$ cat config.mk
export PLATFORM = sky130hd
export DESIGN_NAME = div_ctrl_flat
export DESIGN_NICKNAME = d
export VERILOG_FILES = /design/src/rtl/div_ctrl_pkg.sv /design/src/rtl/div_ctrl_if.sv /design/src/rtl/div_ctrl_prescaler.sv /design/src/rtl/div_ctrl.sv /design/src/flat_wrapper.sv
export SDC_FILE = /design/constraint.sdc
export NUM_CORES = 1
export LEC_CHECK = 0
export ABC_AREA = 1
export BUFFER_PORTS_ARGS = -buffer_cell sky130_fd_sc_hd__buf_4
export CAP_MARGIN = 5
export CORE_MARGIN = 4
export CORE_UTILIZATION = 47
export CTS_BUF_LIST = sky130_fd_sc_hd__clkbuf_4
export DETAILED_ROUTE_END_ITERATION = 12
export GPL_TIMING_DRIVEN = 0
export PLACE_DENSITY = 0.75
export RECOVER_POWER = 100
export SYNTH_ARGS = -nofsm -noshare
export SYNTH_HDL_FRONTEND = slang
export SYNTH_SLANG_ARGS = --single-unit
$ cat constraint.sdc
create_clock -name clk_i -period 2.4 [get_ports clk_i]
set_input_delay 0.12 -clock clk_i [delete_from_list [all_inputs] [get_ports clk_i]]
set_output_delay 0.12 -clock clk_i [all_outputs]
set_load 0.01 [all_outputs]
$ cat src/rtl/div_ctrl_pkg.sv
// div_ctrl_pkg: shared types and constants for the div_ctrl tick controller.
//   div_state_e   : controller FSM state encoding
//   MODE_PERIODIC : free-running tick stream until stopped
//   MODE_BURST    : fixed number of ticks followed by a done pulse
package div_ctrl_pkg;

  typedef enum logic [1:0] {
    IDLE  = 2'd0,
    RUN   = 2'd1,
    PAUSE = 2'd2,
    DONE  = 2'd3
  } div_state_e;

  localparam logic MODE_PERIODIC = 1'b0;
  localparam logic MODE_BURST    = 1'b1;

endpackage

$ cat src/rtl/div_ctrl_if.sv
// div_ctrl_if: valid/ready configuration port of div_ctrl.
//   cfg_valid : config offer (master -> slave)
//   cfg_ready : config accepted when cfg_valid && cfg_ready (slave -> master)
//   cfg_div   : divide value D, tick period D+1 cycles
//   cfg_cnt   : burst length N
//   cfg_mode  : 0 = periodic, 1 = burst
interface div_ctrl_if #(
  parameter int unsigned WIDTH = 32,
  parameter int unsigned CNT_W = 16
) ();

  logic             cfg_valid;
  logic             cfg_ready;
  logic [WIDTH-1:0] cfg_div;
  logic [CNT_W-1:0] cfg_cnt;
  logic             cfg_mode;

  modport master (
    output cfg_valid, cfg_div, cfg_cnt, cfg_mode,
    input  cfg_ready
  );

  modport slave (
    input  cfg_valid, cfg_div, cfg_cnt, cfg_mode,
    output cfg_ready
  );

endinterface

$ cat src/rtl/div_ctrl_prescaler.sv
// div_ctrl_prescaler: WIDTH-bit prescaler counter.
//   clk_i  : clock, rising edge
//   rstn_i : synchronous active-low reset
//   clr_i  : synchronous clear to 0 (priority over en_i)
//   en_i   : count enable
//   term_i : terminal value; the counter wraps to 0 after reaching it
//   term_o : counter currently equals term_i
module div_ctrl_prescaler #(
  parameter int unsigned WIDTH = 32
) (
  input  logic             clk_i,
  input  logic             rstn_i,
  input  logic             clr_i,
  input  logic             en_i,
  input  logic [WIDTH-1:0] term_i,
  output logic             term_o
);

  logic [WIDTH-1:0] cnt_q;

  assign term_o = (cnt_q == term_i);

  always_ff @(posedge clk_i) begin
    if (!rstn_i) begin
      cnt_q <= '0;
    end else if (clr_i) begin
      cnt_q <= '0;
    end else if (en_i) begin
      cnt_q <= term_o ? '0 : cnt_q + 1'b1;
    end
  end

endmodule

$ cat src/rtl/div_ctrl.sv
// div_ctrl: programmable divide-by-(D+1) tick controller, periodic or burst.
//   clk_i      : clock, rising edge
//   rstn_i     : synchronous active-low reset
//   cfg        : div_ctrl_if.slave config port (D, N, mode); ready only in IDLE
//   start_i    : start request (IDLE only)
//   stop_i     : abort request (RUN/PAUSE only), no done pulse
//   pause_i    : pause request, present only with DIV_CTRL_PAUSE_EN defined
//   tick_o     : one-cycle enable every D+1 RUN cycles
//   busy_o     : high in RUN and PAUSE
//   done_o     : one-cycle pulse at burst completion
//   tick_cnt_o : ticks emitted since the last start
// Optional feature macro: DIV_CTRL_PAUSE_EN (adds pause_i and the PAUSE state).
module div_ctrl
  import div_ctrl_pkg::*;
#(
  parameter int unsigned WIDTH = 32,
  parameter int unsigned CNT_W = 16
) (
  input  logic             clk_i,
  input  logic             rstn_i,
  div_ctrl_if.slave        cfg,
  input  logic             start_i,
  input  logic             stop_i,
`ifdef DIV_CTRL_PAUSE_EN
  input  logic             pause_i,
`endif
  output logic             tick_o,
  output logic             busy_o,
  output logic             done_o,
  output logic [CNT_W-1:0] tick_cnt_o
);

  div_state_e       state_q;
  logic [WIDTH-1:0] div_q;
  logic [CNT_W-1:0] n_q;
  logic             mode_q;
  logic [CNT_W-1:0] tick_cnt_q;
  logic [CNT_W-1:0] tick_cnt_d;

  logic             cfg_hs;
  logic             start_run;
  logic             term;
  logic             tick;
  logic             pause_req;
  logic [CNT_W-1:0] n_start;
  logic             mode_start;

`ifdef DIV_CTRL_PAUSE_EN
  assign pause_req = pause_i;
`else
  assign pause_req = 1'b0;
`endif

  assign cfg_hs     = cfg.cfg_valid && (state_q == IDLE);
  assign start_run  = (state_q == IDLE) && start_i;
  assign tick       = (state_q == RUN) && term;
  assign tick_cnt_d = tick_cnt_q + 1'b1;

  // A start coinciding with a handshake must see the config being captured.
  assign n_start    = cfg_hs ? cfg.cfg_cnt  : n_q;
  assign mode_start = cfg_hs ? cfg.cfg_mode : mode_q;

  div_ctrl_prescaler #(
    .WIDTH (WIDTH)
  ) u_prescaler (
    .clk_i  (clk_i),
    .rstn_i (rstn_i),
    .clr_i  (start_run),
    .en_i   (state_q == RUN),
    .term_i (div_q),
    .term_o (term)
  );

  always_ff @(posedge clk_i) begin
    if (!rstn_i) begin
      state_q    <= IDLE;
      div_q      <= '0;
      n_q        <= '0;
      mode_q     <= MODE_PERIODIC;
      tick_cnt_q <= '0;
    end else begin
      if (cfg_hs) begin
        div_q  <= cfg.cfg_div;
        n_q    <= cfg.cfg_cnt;
        mode_q <= cfg.cfg_mode;
      end
      case (state_q)
        IDLE: begin
          if (start_i) begin
            tick_cnt_q <= '0;
            state_q    <= (mode_start == MODE_BURST && n_start == '0) ? DONE : RUN;
          end
        end
        RUN: begin
          if (tick) tick_cnt_q <= tick_cnt_d;
          // stop wins over a burst completing on the same edge
          if (stop_i)
            state_q <= IDLE;
          else if (tick && mode_q == MODE_BURST && tick_cnt_d == n_q)
            state_q <= DONE;
          else if (pause_req)
            state_q <= PAUSE;
        end
        PAUSE: begin
          if (stop_i)
            state_q <= IDLE;
          else if (!pause_req)
            state_q <= RUN;
        end
        DONE:    state_q <= IDLE;
        default: state_q <= IDLE;
      endcase
    end
  end

  assign cfg.cfg_ready = (state_q == IDLE);
  assign tick_o        = tick;
  assign busy_o        = (state_q == RUN) || (state_q == PAUSE);
  assign done_o        = (state_q == DONE);
  assign tick_cnt_o    = tick_cnt_q;

endmodule

$ cat src/flat_wrapper.sv
// flat-port wrapper written by rule: the top's interface ports become plain ports
module div_ctrl_flat import div_ctrl_pkg::*;
#(
  parameter int unsigned WIDTH = 32,
  parameter int unsigned CNT_W = 16
)
  (clk_i, rstn_i, start_i, stop_i, tick_o, busy_o, done_o, tick_cnt_o, cfg_cfg_valid, cfg_cfg_div, cfg_cfg_cnt, cfg_cfg_mode, cfg_cfg_ready);
  div_ctrl_if #(.WIDTH(WIDTH), .CNT_W(CNT_W)) cfg_i ();
  input  logic clk_i;
  input  logic rstn_i;
  input  logic start_i;
  input  logic stop_i;
  output logic tick_o;
  output logic busy_o;
  output logic done_o;
  output logic [CNT_W-1:0] tick_cnt_o;
  input wire logic [$bits(cfg_i.cfg_valid)-1:0] cfg_cfg_valid;
  input wire logic [$bits(cfg_i.cfg_div)-1:0] cfg_cfg_div;
  input wire logic [$bits(cfg_i.cfg_cnt)-1:0] cfg_cfg_cnt;
  input wire logic [$bits(cfg_i.cfg_mode)-1:0] cfg_cfg_mode;
  output wire logic [$bits(cfg_i.cfg_ready)-1:0] cfg_cfg_ready;
  assign cfg_i.cfg_valid = cfg_cfg_valid;
  assign cfg_i.cfg_div = cfg_cfg_div;
  assign cfg_i.cfg_cnt = cfg_cfg_cnt;
  assign cfg_i.cfg_mode = cfg_cfg_mode;
  assign cfg_cfg_ready = cfg_i.cfg_ready;
  div_ctrl #(.WIDTH(WIDTH), .CNT_W(CNT_W)) u_core (.clk_i(clk_i), .rstn_i(rstn_i), .cfg(cfg_i), .start_i(start_i), .stop_i(stop_i), .tick_o(tick_o), .busy_o(busy_o), .done_o(done_o), .tick_cnt_o(tick_cnt_o));
endmodule
Yosys cells after proc, flatten, opt, wreduce, memory -nomap -nowiden
Cells that the tools add are included.
{"block": "totals", "elab_cells": 42, "register_bits": 99, "input_bits": 54, "output_inout_bits": 20}
{"block": "op_classes", "bitwise_logic": 1, "add_sub_neg": 2, "reduce_logical": 13, "n_eq_ne": 8, "n_mux": 12}
{"operator": "16-bit 2-to-1 mux", "count": 3}
{"operator": "32-bit by 1-bit adder with 32-bit output (second input constant)", "count": 1}
{"operator": "32-bit == test", "count": 1}
{"operator": "32-bit 2-to-1 mux", "count": 1}
{"operator": "16-bit one-hot mux with 2 select lines", "count": 1}
{"operator": "16-bit by 1-bit adder with 16-bit output (second input constant)", "count": 1}
{"operator": "16-bit == test", "count": 1}
{"operator": "16-bit logical NOT", "count": 1}
{"operator": "2-bit 2-to-1 mux", "count": 4}
{"operator": "2-bit one-hot mux with 4 select lines", "count": 1}
{"operator": "1-bit logical AND", "count": 6}
{"operator": "2-bit == test (second input constant)", "count": 2}
{"operator": "3-bit by 2-bit != test with 1-bit output (second input constant)", "count": 1}
{"operator": "3-bit AND reduction", "count": 1}
{"operator": "2-bit by 1-bit == test with 1-bit output (second input constant)", "count": 1}
{"operator": "2-bit logical NOT", "count": 1}
{"operator": "1-bit 2-to-1 mux", "count": 2}
{"operator": "2-bit by 1-bit != test with 1-bit output (second input constant)", "count": 1}
{"operator": "2-bit != test (second input constant)", "count": 1}
{"operator": "2-bit AND reduction", "count": 1}
{"operator": "2-bit nonzero test", "count": 1}
{"operator": "2-bit OR reduction", "count": 1}
{"operator": "1-bit logical OR", "count": 1}
{"operator": "1-bit NOT", "count": 1}

Logic depth before layout (Yosys ltp)
Gate-level depths: netlist (run 1).
{"block": "depth", "depth_word": 8, "depth_mapped": 16, "depth_no_buf": 16}

Modules after synthesis
From an unflattened synthesis (run 1), not the netlist that was laid out.
{"block": "unflattened", "cells_unflattened": 824, "area_unflattened_um2": 5449.0}
{"mod": "div_ctrl", "n_inst": 1, "seq_area_each_um2": 1341.3, "area_per_inst_um2": 3229.3, "cells_per_inst": 475}
{"mod": "div_ctrl_prescaler", "n_inst": 1, "seq_area_each_um2": 640.6, "area_per_inst_um2": 2219.6, "cells_per_inst": 349}

Worst setup path before layout (run 1)
OpenSTA, ideal clock, no wires.
{"block": "synth_path", "path_type": "reg-to-reg", "startpoint": "register u_core.state_q[1]", "endpoint": "register u_core.u_prescaler.cnt_q[25]", "path_buffers": 0, "path_stages_with_launch": 12, "setup_time_ns": 0.128, "arrival_ns": 1.836, "required_time_ns": 2.272, "period_less_slack_ns": 1.963, "path_slack_ns": 0.437, "path_cell_list": "dfxtp_1 -> inv_1 -> ha_1 -> inv_2 -> nor3_4 -> and3_2 -> nand3_2 -> nor2_4 -> nand2_4 -> nor3_1 -> xor2_1 -> nor2_1"}
{"block": "synth_between", "elab_chain_cells": 3, "word_cells_on_any_way": 4, "cone_classes": "1 x eq/ne; 3 x reduce/logical"}
{"item": "start, declared", "line_no": "div_ctrl.sv:33", "rtl": "div_state_e state_q;"}
{"item": "start signal, assigned", "line_no": "div_ctrl.sv:91", "rtl": "state_q <= (mode_start == MODE_BURST && n_start == '0) ? DONE : RUN;"}
{"item": "2-bit logical NOT", "line_no": "div_ctrl.sv:55", "rtl": "assign start_run = (state_q == IDLE) && start_i;"}
{"item": "1-bit logical AND", "line_no": "div_ctrl.sv:55"}
{"item": "2-bit OR reduction (no source line)"}
{"item": "end signal, assigned", "line_no": "div_ctrl_prescaler.sv:29", "rtl": "cnt_q <= term_o ? '0 : cnt_q + 1'b1;"}
{"item": "end, declared", "line_no": "div_ctrl_prescaler.sv:19", "rtl": "logic [WIDTH-1:0] cnt_q;"}
Several ways; a longest one is shown, not always the timed one.
A chain may end at the register's enable or synchronous reset.

Worst setup path after layout (run 1)
{"block": "layout_path", "startpoint": "register u_core.state_q[1]", "endpoint": "register u_core.u_prescaler.cnt_q[31]"}
Same word-level chain as after synthesis.

==> results of run 1 <==
-- cells by family after synthesis --
kind of cell	Yosys count	synth area share, %
XOR/XNOR	44	7.714
flip-flops	99	38.19
multiplexers	2	0.3857
AO/OA/AOI/OAI	109	11.11
adder cells (fa/ha/maj)	7	1.687
buffers and inverters	107	7.883
AND/OR/NAND/NOR	407	33.03
-- routing by layer --
metal	wire length (um)	GRT usage, %
met3	770	3.636
met2	7012	41.35
met5	0	0
met1	6324	28.92
met4	394	9.776
-- cells in the mapped netlist --
library cell,number,share of area [%]
buf_1,1,0.072
nand2_1,177,13
nor3b_1,5,0.72
nor2_1,147,11
nor3_1,15,1.4
nor2_4,2,0.43
nor4_1,2,0.24
nand3_2,2,0.39
o21ai_0,59,5.7
xor3_1,1,0.46
or2_2,1,0.12
nand4_2,1,0.24
a211oi_1,6,0.87
and3_2,1,0.14
xor2_1,14,2.4
inv_1,79,5.7
clkbuf_1,19,1.4
nand4_1,13,1.6
inv_2,1,0.072
dfxtp_1,99,38
a21oi_1,37,3.6
nor3_4,1,0.31
xnor2_1,29,4.9
a21boi_0,1,0.14
o211a_1,1,0.19
clkinv_1,1,0.072
o41ai_1,1,0.17
ha_1,7,1.7
o21ai_1,1,0.096
o21a_1,1,0.14
nand3_1,39,3.8
a31oi_1,2,0.24
buf_2,4,0.39
nand2_4,1,0.22
clkbuf_2,2,0.19
mux2i_1,2,0.39
-- worst paths after layout --
path | end | slack (ns) | cells after the start
worst max-delay path | u_core.u_prescaler.cnt_q[31]$_SDFFE_PP0P_ | 0.07 | 11
worst min-delay path | u_core.n_q[15]$_SDFF_PN0_ | 0.03 | 3
worst max register to register | u_core.u_prescaler.cnt_q[31]$_SDFFE_PP0P_ | 0.07 | 11
worst min register to register | u_core.div_q[1]$_SDFFE_PN0N_ | 0.48 | 2
-- state kept, by name, summed over array words and instances (netlist names) --
name,count
u_core.div_q,32
u_core.mode_q,1
u_core.n_q,16
u_core.state_q,2
u_core.tick_cnt_o,16
u_core.u_prescaler.cnt_q,32
-- power breakdown --
group          switching (W)  internal (W)  total (W)
clock network       0.000599      0.000418    0.00102
registers           0.000235       0.00190    0.00213
logic                0.00109      0.000644    0.00173
-- final cells by class --
cell class	count	area (sq um)
fill	1026	4310
multi-input combinational	569	2818
sequential	99	1982
timing repair buffer	123	980.9
inverter	81	304.0
tap	140	175.2
buffer	25	107.6
clock inverter	7	92.59
clock buffer	9	67.56
antenna	1	2.502
-- worst reg2reg max path, delay by kind of cell (launching register included) --
family,cells,cell delay [ns]
AND/OR/NAND/NOR,8,1.29
flip-flops,1,0.37
buffers and inverters,2,0.27
adder cells (fa/ha/maj),1,0.29
-- through the flow --
step / setup slack [ns] / util (%)
after floorplan: 0.4366 / -
after global placement: -0.05249 / 54.55
after detailed placement: -0.1092 / 54.55
after CTS: 0.07134 / 60.65
after global routing: -0.1256 / 60.24
final: 0.07323 / 60.24
-- what timing repair did --
item	CTS	global route
gates resized for setup	2	13
hold buffers	50	0
endpoints found under the hold margin	51	0
setup endpoints to repair	38	11
==> flow_summary.yaml, run 1 <==
outcome:
  status: "complete, no violations"
cells_and_area:
  layout_common_cells: "nand2_1, nor2_1, dfxtp_1"
  finish.instance_area_sq_um: 6530
  stdcell_count: 1054
  area_growth_pct: 25.82
  drive_gt1_share_pct: 10.30
  final_common_cell: "nand2_1"
  nets: 969
clocking:
  cts.clk_slew.worst_paths_ns: 0.15
  numCtsBuffers: 9
  clk_latency_ns: 0.48
  cts_tree: "built"
  cts_root_buffer: "clkbuf_4"
  cts.path.max_buffers: 2
  htree_num_levels: 3
  clock_sinks: 99
  cts_setup_buffers: 0
critical_path:
  cp-start-kind: "register"
  arrival_ns: 2.69
  crit_fanout: 9
  cp.required_ns: 2.76
  path_cells: "inv_1 -> ha_2 -> inv_2 -> nor3_4 -> and3_2 -> nand3_2 -> nor2_4 -> nand4_2 -> nor2_1 -> nand2_1 -> nor3b_1"
  crit_type: "reg2reg"
  cp_top_family: "simple AND/OR/NAND/NOR gates"
  crit_path_max_incr_delay_ns: 0.37
  reg2reg_from: "u_core.state_q[1]$_SDFFE_PN0P_"
  slowest_stage: "dfxtp_1"
  crit_path_end_kind: "register"
  crit_start: "u_core.state_q[1]$_SDFFE_PN0P_"
  crit_buf_inv: 2
drt:
  drtIter0Drc: 305
  postRouteAntennaNets: 0
  drc_errors: 0
  num_vias: 5264
  drt_pass1_iterations: 5
  routedWlPerCell_um: 13.76
  wl_mm: 14.50
  viasPerCell: 4.994
place:
  hpwl_mm: 10.62
  routabilityCongestion: 0.9182
  placed_cell_area_sq_um: 5913
  dp_cells: 988
  portBuffers: 73
yosys:
  synth_seq_area_share_pct: 38.19
  yosys_warnings: 0
  syn-num-nets: 836
  syn_area_per_cell_sq_um: 6.697
  synth_area_sq_um: 5190
  ys_seq_elements: 99
  synth_cell_types: 36
  synthCells: 775
global_route:
  grt_first_pass_wirelength_mm: 24.21
  grt-ovfl-total: 0
  antenna_found_initial: 1
  grt_max_degree: 20
  grt_pass1_vias: 5017
  grtUsageTotal_pct: 23.64
floorplanning:
  ios: 74
  coreArea_sq_um: 10840
  die_w_um: 113.1
  dieArea_sq_um: 12790
  dieHeight_um: 113.1
  rows: 38
  start_util_pct: 47.88
hold_path:
  hp-start: "cfg_cfg_cnt[15]"
  hold_class: "in2reg"
sta:
  maxSlewHeadroom_pct: 57.62
  slew_violations: 0
  worst_pin_slew_ns: 0.6356
  fmax_ghz: 0.4298
  rsz0062_at_grt: "true"
  holdWs_ns: 0.03474
  hold_viol_final: 0
  finalSetupViolCount: 0
  period_needed_ns: 2.327
  skew_ns: 0.01457
  post-route-period-util_pct: 96.95
  finalSetupTns_ns: 0
job:
  maxCapViolCount: 0
power_and_ir_drop:
  power_leakage_nw: 2.751
  power.density_nw_per_um2: 747.2
  power_w: 0.004879
  ir_worst_vdd_v: 0.0004727
(Power assumes the default switching activity.)
==> run 2, diff against run 1 <==
--- a/config.mk
+++ b/config.mk
@@ -8,7 +8,7 @@
 export ABC_AREA = 1
 export BUFFER_PORTS_ARGS = -buffer_cell sky130_fd_sc_hd__buf_4
 export CAP_MARGIN = 5
-export CORE_MARGIN = 4
+export CORE_MARGIN = 10
 export CORE_UTILIZATION = 47
 export CTS_BUF_LIST = sky130_fd_sc_hd__clkbuf_4
 export DETAILED_ROUTE_END_ITERATION = 12
==> flow_summary.yaml, run 2 (synthesized netlist as in run 1, its figures left out) <==
floorplanning:
  rows: 38
  ios: 74
  coreArea_sq_um: 10840
  dieHeight_um: 125.1
  dieArea_sq_um: 15650
  die_w_um: 125.1
  start_util_pct: 47.88
critical_path:
  crit_fanout: 10
  slowest_stage: "clkbuf_1"
  worst-path-stages: 6
  rrSetupSlack_ns: 0.19
  cp_top_family: "buffers and inverters"
  reg2reg_to: "u_core.u_prescaler.cnt_q[15]$_SDFFE_PP0P_"
  crit_path_max_incr_delay_ns: 0.46
  path_cells: "inv_1 -> ha_4 -> inv_2 -> clkbuf_1 -> nor2_1 -> buf_4"
  crit_type: "reg2out"
  reg2reg_from: "u_core.u_prescaler.cnt_q[3]$_SDFFE_PP0P_"
  arrival_ns: 2.11
  cp.required_ns: 2.28
  crit_start: "u_core.state_q[1]$_SDFFE_PN0P_"
  crit_buf_inv: 4
  r2r_cells: 9
  crit_path_end_kind: "primary output"
  crit_path_end: "tick_o"
  cp-start-kind: "register"
sta:
  maxSlewHeadroom_pct: 55.61
  hold_viol_final: 0
  fmax_ghz: 0.4491
  slew_violations: 0
  holdWs_ns: 0.05433
  worst_pin_slew_ns: 0.6659
  period_needed_ns: 2.227
  post-route-period-util_pct: 92.79
  finalSetupViolCount: 0
  skew_ns: 0.01490
global_route:
  grt_max_degree: 20
  grt_first_pass_wirelength_mm: 24.52
  grtUsageTotal_pct: 18.92
  antenna_found_initial: 2
  grt_use_met1_pct: 20.81
  grt-ovfl-total: 0
  met2_usage_pct: 32.27
  met3_usage_pct: 5.281
  grt_pass1_vias: 5103
  grt_busiest_layer: "met2"
place:
  routabilityCongestion: 0.9121
  dp_cells: 988
  hpwl_mm: 11.00
  portBuffers: 73
job:
  maxCapViolCount: 0
drt:
  drc_errors: 0
  drt_pass1_iterations: 5
  num_vias: 5325
  postRouteAntennaNets: 0
  drtIter0Drc: 318
  wl_mm: 15.15
  routedWlPerCell_um: 14.32
  viasPerCell: 5.033
clocking:
  clock_sinks: 99
  htree_num_levels: 3
  cts_root_buffer: "clkbuf_4"
  numCtsBuffers: 9
  clk_latency_ns: 0.48
  cts_tree: "built"
  cts.path.max_buffers: 2
  cts.clk_slew.worst_paths_ns: 0.15
power_and_ir_drop:
  power_w: 0.004761
  power.density_nw_per_um2: 728.7
  ir_worst_vdd_v: 0.0004316
  power_leakage_nw: 2.757
cells_and_area:
  layout_common_cells: "nand2_1, nor2_1, dfxtp_1"
  nets: 971
  fillers: 1021
  stdcell_count: 1058
  reg.largest.list: "u_core.div_q x32, u_core.u_prescaler.cnt_q x32"
  final_common_cell: "nand2_1"
  drive_gt1_share_pct: 10.71
  area_growth_pct: 25.89
outcome:
  status: "complete, no violations"
hold_path:
  hold_class: "in2reg"
-- run 2: cell count changes in the layout (fill, tap and decap cells not counted), moves of 2 or more --
| cell | before | now |
|---|---|---|
| diode_2 | 1 | 3 |
| dfxtp_1 | 99 | 96 |
| dfxtp_2 | 0 | 3 |
| clkinv_1 | 1 | 4 |
| clkinvlp_4 | 3 | 1 |
-- run 2: where the power goes --
part,switching (W),total [W],internal [W]
registers,0.000231,0.00213,0.00190
clock network,0.000562,0.000866,0.000304
logic,0.00111,0.00176,0.000657
-- run 2: tightest hold or removal path, stage by stage --
cell and delay, ns:
buf_4 0.12, nor2_1 0.10, o41ai_1 0.07, a21oi_1 0.10
-- run 2: repair_timing --
| item | in CTS | in global routing |
|---|---|---|
| setup buffers | 0 | 2 |
| hold endpoints to repair | 51 | 0 |
| pin swaps | 0 | 2 |
| hold buffers | 50 | 0 |
| gates resized for setup | 2 | 21 |
| endpoints found under the setup margin | 15 | 32 |
| gates cloned | 0 | 0 |
-- run 2: cell type report --
cell class / count / area [sq um] / share of cell area (%)
Clock buffer: 9 / 67.56 / 1.034
Buffer: 25 / 111.4 / 1.704
Timing Repair Buffer: 125 / 996.0 / 15.24
Tap cell: 140 / 175.2 / 2.681
Sequential cell: 99 / 1986 / 30.39
Clock inverter: 7 / 58.81 / 0.9000
Antenna cell: 3 / 7.507 / 0.1149
Inverter: 81 / 304.0 / 4.653
Multi-Input combinational cell: 569 / 2828 / 43.28
-- run 2: routing by layer --
layer | wire length (um) | up-vias
met1 | 6253 | 2375
met3 | 858 | 45
met2 | 7414 | 157
li1 | - | 2748
met4 | 622 | 0
met5 | 0 | -
-- run 2: worst min-delay path by stage --
stage,from,endpoint,depth (start not counted)
after floorplan,rstn_i,u_core.tick_cnt_o[2]$_SDFFE_PN0P_,2
after global placement,cfg_cfg_div[10],u_core.div_q[10]$_SDFFE_PN0N_,3
after detailed placement,cfg_cfg_div[7],u_core.div_q[7]$_SDFFE_PN0N_,3
after CTS,stop_i,u_core.state_q[0]$_SDFFE_PN0P_,4
after global routing,cfg_cfg_cnt[15],u_core.n_q[15]$_SDFF_PN0_,3
final,stop_i,u_core.state_q[0]$_SDFFE_PN0P_,4
-- run 2: through the flow --
step | worst slack [ns] | util [%] | instance area [sq um] | setup TNS (ns)
2_1_floorplan | 0.4366 | - | 5190 | 0
3_3_place_gp | -0.06319 | 54.55 | 5913 | -0.3856
3_5_place_dp | -0.06452 | 54.55 | 5913 | -0.2291
4_1_cts | 0.05014 | 60.34 | 6541 | 0
5_1_grt | -0.004249 | 60.25 | 6531 | -0.004249
6_report | 0.1731 | 60.27 | 6534 | 0
==> run 3, diff against run 2 <==
--- a/config.mk
+++ b/config.mk
@@ -10,7 +10,6 @@
 export CAP_MARGIN = 5
 export CORE_MARGIN = 10
 export CORE_UTILIZATION = 47
-export CTS_BUF_LIST = sky130_fd_sc_hd__clkbuf_4
 export DETAILED_ROUTE_END_ITERATION = 12
 export GPL_TIMING_DRIVEN = 0
 export PLACE_DENSITY = 0.75
==> constraint.sdc (replaced) <==
create_clock -name clk_i -period 2.05 [get_ports clk_i]
set_input_delay 0.1025 -clock clk_i [delete_from_list [all_inputs] [get_ports clk_i]]
set_output_delay 0.1025 -clock clk_i [all_outputs]
set_load 0.01 [all_outputs]
==> flow_summary.yaml, run 3 (synthesized netlist as in run 1, its figures left out) <==
drt:
  num_vias: 5203
  viasPerCell: 4.988
  routedWlPerCell_um: 14.44
  wl_mm: 15.06
  drtIter0Drc: 332
  drt_pass1_iterations: 5
  postRouteAntennaNets: 0
  drc_errors: 0
global_route:
  grt_first_pass_wirelength_mm: 24.21
  grtUsageTotal_pct: 18.58
  grt_max_degree: 16
  grt-ovfl-total: 0
  antenna_found_initial: 0
  grt_pass1_vias: 5048
power_and_ir_drop:
  seqPwrFrac_pct: 40.8
  pwr-share-comb_pct: 37.3
  clkPwrFrac_pct: 21.8
  p_switching_w: 0.002323
  power_leakage_nw: 2.867
  p_sw_share_pct: 37.77
  internal_power_w: 0.003826
  ir_worst_vdd_v: 0.0005776
  power.density_nw_per_um2: 910.9
cells_and_area:
  finish.instance_area_sq_um: 6750
  layout_common_cells: "nand2_1, nor2_1, dfxtp_1"
  final_common_cell: "nand2_1"
  drive_gt1_share_pct: 19.38
  area_growth_pct: 30.06
  antenna_cells: 0
  nets: 959
  fillers: 1001
  reg.largest.list: "u_core.div_q x32, u_core.u_prescaler.cnt_q x32"
clocking:
  cts_tree: "built"
  clock_sinks: 99
  numCtsBuffers: 9
  clk_latency_ns: 0.39
  htree_num_levels: 3
  cts.path.max_buffers: 2
  cts.clk_slew.worst_paths_ns: 0.09
  cts_root_buffer: "clkbuf_8"
sta:
  hold_viol_final: 5
  period_needed_ns: 1.961
  post-route-period-util_pct: 95.64
  rsz0062_at_grt: "true"
  skew_ns: 0.008922
  holdWs_ns: -0.02694
  finalSetupViolCount: 0
  maxSlewHeadroom_pct: 58.77
  fmax_ghz: 0.5101
  worst_pin_slew_ns: 0.6184
  slew_violations: 0
critical_path:
  crit_type: "reg2out"
  cp.required_ns: 1.95
  reg2reg_to: "u_core.u_prescaler.cnt_q[31]$_SDFFE_PP0P_"
  rrSetupSlack_ns: 0.13
  r2r_cells: 11
  arrival_ns: 1.86
  crit_fanout: 10
  reg2reg_from: "u_core.state_q[1]$_SDFFE_PN0P_"
  cp-start-kind: "register"
  crit_path_end_kind: "primary output"
place:
  portBuffers: 73
  routabilityCongestion: 0.9121
  placed_cell_area_sq_um: 5913
  hpwl_mm: 11.00
hold_path:
  hold_end: "u_core.n_q[9]$_SDFF_PN0_"
  hp-start: "cfg_cfg_cnt[9]"
  hold_path_depth: 3
  hold_class: "in2reg"
outcome:
  status: "complete, but fails checks"
  violations: "hold timing"
floorplanning:
  dieHeight_um: 125.1
  dieArea_sq_um: 15650
  rows: 38
  start_util_pct: 47.88
  coreArea_sq_um: 10840
  die_w_um: 125.1
  ios: 74
job:
  maxCapViolCount: 0
[run 3: worst max-delay path by stage]
stage                                         from                                         to  depth (start not counted)
floorplan           u_core.state_q[1]$_SDFFE_PN0P_  u_core.u_prescaler.cnt_q[25]$_SDFFE_PP0P_                         11
global placement    u_core.state_q[1]$_SDFFE_PN0P_             u_core.state_q[1]$_SDFFE_PN0P_                         12
detailed placement  u_core.state_q[1]$_SDFFE_PN0P_             u_core.state_q[1]$_SDFFE_PN0P_                         12
CTS                 u_core.state_q[0]$_SDFFE_PN0P_             u_core.state_q[1]$_SDFFE_PN0P_                         12
global route        u_core.state_q[0]$_SDFFE_PN0P_             u_core.state_q[1]$_SDFFE_PN0P_                         12
finish              u_core.state_q[1]$_SDFFE_PN0P_                                     tick_o                          6
[run 3: final cells by class]
type | instances | area [sq um] | area share, %
multi-input combinational | 569 | 2985 | 44.23
sequential | 99 | 2007 | 29.73
timing repair buffer | 112 | 917.1 | 13.59
inverter | 81 | 311.5 | 4.615
tap | 140 | 175.2 | 2.595
clock buffer | 12 | 165.2 | 2.447
buffer | 26 | 141.4 | 2.095
clock inverter | 4 | 47.55 | 0.7044
[run 3: what timing repair did]
action / CTS / global route
endpoints found under the hold margin: 29 / 3
hold buffers: 29 / 3
setup buffers: 2 / 5
endpoints found under the setup margin: 81 / 72
gates resized for setup: 40 / 67
pin swaps: 5 / 11
[run 3: through the flow]
stage                     worst slack, ns  util (%)  instances  setup TNS [ns]  power [W]
after floorplan                   0.08664         -        775               0   0.003795
after global placement            -0.4132     54.55        988          -14.98   0.004519
after detailed placement          -0.4145     54.55        988          -16.20   0.004536
after CTS                        -0.01089     60.21       1035        -0.01089   0.006010
after global routing             -0.03847     62.27       1043         -0.1182   0.006564
final                             0.08941     62.27       1043               0   0.006149
[run 3: power by group through the flow]
stage                     logic (W)  registers [W]  clock network [W]
after global placement      0.00199        0.00253                  0
after floorplan             0.00129        0.00250                  0
after detailed placement    0.00201        0.00252                  0
final                       0.00229        0.00251            0.00134
after global routing        0.00258        0.00255            0.00143
after CTS                   0.00215        0.00249            0.00136
[run 3: layer usage]
metal,vias to the layer above,global-route usage [%],routed length (um)
met1,2330,20.81,6209
met2,134,32.86,7604
met5,-,0,0
met4,0,7.453,356
met3,25,4.732,888
li1,2714,-,-
[run 3: critical path: stages (launching register included)]
cell	delay (ns)
dfxtp_2	0.38
inv_4	0.06
ha_4	0.18
inv_4	0.13
clkbuf_1	0.45
nor2_1	0.10
buf_4	0.16
